===== src/rtl/parity_generator.sv =====
// Registered parity generator. It captures a data word when data_valid is high
// and produces even/odd parity, a popcount and a copy of the word one clock later.
// The word is cut into fixed-width lanes. Each lane reduces its own slice, and
// the lane results are combined before the output registers.

// Per-lane reduction: ones count and XOR parity of one slice
module parity_lane #(
    parameter int LANE_W = 8,
    parameter int CW     = $clog2(LANE_W + 1)
) (
    input  logic [LANE_W-1:0] bits,
    output logic [CW-1:0]     cnt,
    output logic              par
);

    // Popcount and parity of the slice. Both come from the same bits, so
    // cnt[0] == par by construction.
    always_comb begin
        cnt = '0;
        for (int i = 0; i < LANE_W; i++) begin
            cnt = cnt + CW'(bits[i]);
        end
        par = ^bits;
    end

endmodule

module parity_generator #(
    parameter int DATA_WIDTH = 8,
    parameter int CNT_W      = $clog2(DATA_WIDTH + 1)
) (
    input  logic                  clk,
    input  logic                  rst_n,        // active-high synchronous reset
    input  logic [DATA_WIDTH-1:0] data_in,
    input  logic                  data_valid,
    output logic                  even_parity,
    output logic                  odd_parity,
    output logic                  parity_valid,
    output logic [DATA_WIDTH-1:0] data_out,
    output logic [CNT_W-1:0]      ones_count
);

    localparam int LANE_W    = (DATA_WIDTH < 8) ? DATA_WIDTH : 8;
    localparam int NUM_LANES = (DATA_WIDTH + LANE_W - 1) / LANE_W;
    localparam int PAD_W     = NUM_LANES * LANE_W;
    localparam int LCW       = $clog2(LANE_W + 1);
    // The accumulator is wide enough for the padded word. This makes the
    // per-lane counts fit even when DATA_WIDTH is tiny.
    localparam int SUM_W     = $clog2(PAD_W + 1);
    localparam int STAGES    = 1;

    typedef struct packed {
        logic [DATA_WIDTH-1:0] data;
        logic [CNT_W-1:0]      cnt;
        logic                  even;
    } result_t;

    logic [PAD_W-1:0]                data_pad;
    logic [NUM_LANES-1:0][LANE_W-1:0] lane_bits;
    logic [NUM_LANES-1:0][LCW-1:0]    lane_cnt;
    logic [NUM_LANES-1:0]             lane_par;
    logic [SUM_W-1:0]                 cnt_sum;
    logic                             par_sum;
    result_t                          res_d;
    result_t                          res_q;
    logic                             odd_q;
    logic [STAGES:0]                  vld_pipe;

    // Zero-pad the word up to a whole number of lanes. Zeros change neither
    // the count nor the parity.
    always_comb begin
        data_pad                 = '0;
        data_pad[DATA_WIDTH-1:0] = data_in;
        lane_bits                = data_pad;
    end

    genvar g;
    generate
        for (g = 0; g < NUM_LANES; g++) begin : g_lane
            parity_lane #(
                .LANE_W (LANE_W),
                .CW     (LCW)
            ) u_lane (
                .bits (lane_bits[g]),
                .cnt  (lane_cnt[g]),
                .par  (lane_par[g])
            );
        end
    endgenerate

    // Combine the lane results into the next-state result word
    always_comb begin
        cnt_sum = '0;
        par_sum = 1'b0;
        for (int i = 0; i < NUM_LANES; i++) begin
            cnt_sum = cnt_sum + SUM_W'(lane_cnt[i]);
            par_sum = par_sum ^ lane_par[i];
        end
        res_d.data = data_in;
        res_d.cnt  = CNT_W'(cnt_sum);
        res_d.even = par_sum;
    end

    assign vld_pipe[0] = data_valid;

    // Result registers. Reset wins over data_valid. When no word is accepted,
    // the last result is held.
    always_ff @(posedge clk) begin
        if (rst_n) begin
            res_q <= '0;
            odd_q <= 1'b1;
        end else if (data_valid) begin
            res_q <= res_d;
            odd_q <= ~res_d.even;
        end
    end

    // Valid shift register. It produces a one-cycle pulse for each accepted word.
    always_ff @(posedge clk) begin
        if (rst_n) begin
            vld_pipe[STAGES:1] <= '0;
        end else begin
            vld_pipe[STAGES:1] <= vld_pipe[STAGES-1:0];
        end
    end

    // odd_parity has its own flop, so every output comes straight from a register.
    assign even_parity  = res_q.even;
    assign odd_parity   = odd_q;
    assign ones_count   = res_q.cnt;
    assign data_out     = res_q.data;
    assign parity_valid = vld_pipe[STAGES];

endmodule


===== config.mk =====
export PLATFORM = sky130hd
export DESIGN_NAME = parity_generator
export DESIGN_NICKNAME = d
export VERILOG_FILES = /design/src/rtl/parity_generator.sv
export SDC_FILE = /design/constraint.sdc
export NUM_CORES = 1
export LEC_CHECK = 0
export BUFFER_PORTS_ARGS = -buffer_cell sky130_fd_sc_hd__buf_2
export CORE_MARGIN = 2
export CORE_UTILIZATION = 51
export DETAILED_ROUTE_END_ITERATION = 16
export PLACE_DENSITY = 0.89
export SETUP_SLACK_MARGIN = 0.15
export SKIP_LAST_GASP = 1
export SLEW_MARGIN = 20
export SYNTH_ARGS = -nofsm -noshare
export SYNTH_HDL_FRONTEND = slang
export SYNTH_SLANG_ARGS = --single-unit

===== constraint.sdc =====
create_clock -name clk -period 5.5 [get_ports clk]
set_input_delay 0.825 -clock clk [delete_from_list [all_inputs] [get_ports clk]]
set_output_delay 0.825 -clock clk [all_outputs]
set_load 0.005 [all_outputs]

# Word-level counts from Yosys, hierarchy flattened
# Cells that the tools add are included.
[word_totals]
regBits = 15
output_inout_bits = 15
elab_cells = 14
[classes]
n_reduce_logical = 1
n_addsub = 7
n_bitwise = 1
[op_table]
columns = ["cell", "count"]
rows = [
  ["adder 4 x 1 -> 4 bit", 6],
  ["XOR reduction 8 bit", 1],
  ["adder 1 x 1 -> 2 bit", 1],
  ["NOT 1 bit", 1],
]

# Depth between registers and ports, before layout
[depth]
ltp_word = 7
depth_mapped = 10
ltp_nobuf = 10

# Modules after synthesis
# A second synthesis with hierarchy kept.
[unflattened]
cells_unflattened = 77
hier_area_um2 = 797.0
[modules_own_cells]
columns = ["module", "cells_each", "area_per_inst_um2", "instances", "seq_area_each_um2"]
rows = [
  ["parity_generator", 48, 531.8, 1, 300.3],
  ["parity_lane", 29, 265.3, 1, 0.0],
]

# Worst setup path after synthesis
# OpenSTA, ideal clock, no wires.
[synth_path]
path_kind = "input to register"
startpoint = "input port data_in[0]"
endpoint = "register res_q, in the netlist ones_count[2]"
arrival_ns = 3.134
path_stages = 9
required_ns = 5.372
slack_ns = 2.238
path_buffers = 0
setup_time_ns = 0.128
path_cell_list = "ha_1 inv_1 fa_1 fa_1 fa_1 fa_1 xnor2_1 mux2i_1 nor2_1"
[synth_via]
elab_chain_cells = 7
[synth_rtl]
columns = ["item", "line", "rtl"]
rows = [
  ["from (decl)", "34", "input logic [DATA_WIDTH-1:0] data_in,"],
  ["adder 1 x 1 -> 2 bit", "21", "cnt = cnt + CW'(bits[i]);"],
  ["adder 4 x 1 -> 4 bit (6 in series)", "21", ""],
  ["to (signal assigned)", "113", "res_q <= res_d;"],
  ["to (decl)", "65", "result_t res_q;"],
]
# Every way passes these cells.
# A chain may end at the register's enable or synchronous reset.

# Worst setup path after layout
# Ends and elaborated chain as after synthesis.

==> summary.txt <==
Flow run
  • Max Cap Viol: 0

Synth
  • Cell count after synthesis: 72
  • Ys flop type: dfxtp_1
  • Post-synth EDFFs: 0
  • Mean instance size in the synthesized netlist: around 10 um2
  • Asr flop ratio synth: 0
  • Synth Net Count: 90
  • Number of warning messages in the yosys log: 0
  • Mapped cell area: roughly 750 um2
  • Proportion of synthesized chip area in sequential cells: 0.401
  • Count of cell types in the netlist: 19
  • Flip-flop and latch count after synthesis: 15

Placed design
  • Routability Congestion: 0.735
  • Port buffer count: 25
  • Total placed instance area: approximately 900 um2
  • Detailed placement HPWL: ~1000 um
  • Placement-stage worst setup slack: roughly 2 ns

STA
  • Unrepaired setup endpoints after global routing: false
  • Final TNS setup: 0 ns
  • Hold Slack: roughly 0.47 ns
  • Relative slew margins: 0.727
  • Setup Skew: 0 ns
  • Slew at the pin closest to its max-slew limit: roughly 0.4 ns
  • Final setup fails: 0
  • Final count of pins violating max slew: 0
  • Post-route minimum period: ~3.2 ns
  • Achievable clock frequency: about 320 MHz
  • Count of endpoints failing hold in the final timing report: 0
  • Crit share post-route: 0.575
  • Worst Slack Setup Final: around 2.3 ns

Drt
  • Number of optimization iterations in the first detailed-route pass: 1
  • Final WL: between 1000 and 1500 um
  • Average wire per cell in the routed design: ~12 um
  • Number of vias per cell: about 4.9
  • Routed via count: between 500 and 600
  • Number of nets with antenna violations after routing: 0
  • Total DRC errors in the routed layout: 0
  • Number of DRC markers after the initial detailed-route iteration: 0

CTS
  • Number of cells upsized or downsized after cts: 0
  • Maximum buffer depth of the clock tree: 2
  • CTS sink count: 15
  • Buffers inserted by post-CTS timing repair: 0
  • Root buffer cell: clkbuf_4
  • Count of hold buffers inserted by post-cts repair: 0
  • CTS buffer count: 3
  • Worst-skew pair later-pin latency: approximately 0.27 ns
  • Clock transition time at the flip-flop clock pins of the worst setup and hold paths: around 0.09 ns
  • Clock tree from TritonCTS: yes
  • Maximum level of the CTS H-tree: 1

Die
  • Die extent in y: 42.3 um
  • Starting density of the core: 0.561
  • Standard cell core area: about 1300 um2
  • Placement Rows: 13
  • Die outline width: between 40 and 50 um
  • I/O pins: 26
  • Die footprint: 1790 um2

Worst hold path
  • Hold Startpoint: ones_count[3]
  • Min-Delay Path Depth: 2
  • Kind of path behind the tightest hold check: flip-flop to flip-flop
  • Hold EP: ones_count[3]

Worst setup path
  • FF-to-FF End: odd_parity
  • Worst-case register-to-register setup slack: ~4.6 ns
  • Capturing element type of the critical path: flip-flop
  • Worst Path Required: 5.67 ns
  • Setup Crit Path Kind: primary input to flip-flop
  • Worst-path fanout max: 2
  • FF-to-FF Start: odd_parity
  • Arrival time at the worst endpoint: around 3.3 ns
  • Sort of element at the start of the critical path: primary input
  • Worst R2R Path Depth: 2

Pwr
  • Cell area power density: 279 nW/um2
  • Total leakage power: approximately 0.49 nW
  • Peak supply drop: 0.172 mV

Cells and area
  • Filler instances: roughly 120
  • Number of nets in the layout: approximately 120
  • Share of the core filled with cells in the final layout: 0.678
  • Antenna fix cells: 0
  • Final instance area: about 900 um2
  • Area growth from synthesis to layout: 20.9%
  • Share of final-layout standard cells stronger than drive strength 1: 0.286

GRT
  • Global Route Usage Sum: 0.173
  • Antenna violations before repair: 0
  • Number of global-route vias before repair: about 540
  • Wire length of the first global-routing pass: 2280 um
  • Total grt overflow: 0
  • Pin count of the biggest net entering global routing: 19

Outcome
  • Run status: completed
-- stage by stage --
stage	cells	power (mW)
after floorplan	72	0.171
after global placement	109	0.190
after detailed placement	109	0.194
after CTS	113	0.257
after global routing	113	0.271
final	113	0.253
-- where the power goes --
group	leakage, nW	internal [mW]	switching (mW)
combinational	0.353	0.0365	0.0328
sequential	0.124	0.118	0.00407
clock	0.0150	0.0281	0.0329
-- state kept, by name, indices dropped and copies added (netlist names) --
name / flops
even_parity: 1
odd_parity: 1
ones_count: 4
parity_valid: 1
data_out: 8
-- cell type report --
cell class / instances / area, um2 / area share
Tap cell: 15 / 18.8 / 0.0207
Timing Repair Buffer: 25 / 125 / 0.138
Clock buffer: 4 / 26.3 / 0.0290
Sequential cell: 15 / 300 / 0.332
Inverter: 11 / 41.3 / 0.0456
Multi-Input combinational cell: 43 / 393 / 0.434
-- synth_stat cells (2+ instances only) --
library cell  number  area, um2
inv_1             11       41.3
mux2i_1            9       90.1
nand2b_1           3       18.8
dfxtp_1           15        300
xnor2_1            2       17.5
buf_2              2       10.0
nor2_1            11       41.3
ha_1               3       37.5
fa_1               4       80.1
a211oi_1           2       15.0
xnor3_1            2       45.0
-- cell families (layout without fill, tap and decap cells) --
kind of cell | count (synthesis) | in the layout | synth area share
mux | 9 | 9 | 0.120
xor+xnor | 5 | 5 | 0.0953
flops | 15 | 15 | 0.401
fa+ha+maj | 7 | 7 | 0.157
buf+inv | 14 | 40 | 0.0736
simple gates | 16 | 16 | 0.0970
compound gates | 6 | 6 | 0.0552
-- layout by cell type (no fill, tap or decap), drive strengths merged --
cell type / count
o22ai: 1
xnor2: 2
inv: 11
dfxtp: 15
mux2i: 9
a21oi: 1
fa: 4
o21a: 1
nand2b: 3
a211oi: 2
or3: 1
o211ai: 1
xor2: 1
ha: 3
clkbuf: 4
nor2: 11
buf: 25
xnor3: 2
nor2b: 1
-- critical path, stage by stage --
cell and delay, ns:
buf_2 0.10, ha_1 0.30, inv_1 0.06, fa_1 0.50
fa_1 0.42, fa_1 0.42, fa_1 0.39, xnor2_1 0.14
mux2i_1 0.13, nor2_1 0.05
-- layer usage --
metal	wire (um)	GRT usage
met1	552	0.204
met2	662	0.286
met5	0	0
met4	34	0.113
met3	76	0.0302
-- worst max path at each step --
stage	from	slack (ns)	to
2_1_floorplan	data_in[0]	2.24	ones_count[2]
3_3_place_gp	data_in[0]	2.08	ones_count[2]
3_5_place_dp	data_in[0]	2.05	ones_count[2]
4_1_cts	data_in[0]	2.34	ones_count[2]
5_1_grt	data_in[1]	2.20	ones_count[2]
6_report	data_in[0]	2.34	ones_count[2]
(Power assumes the default switching activity.)
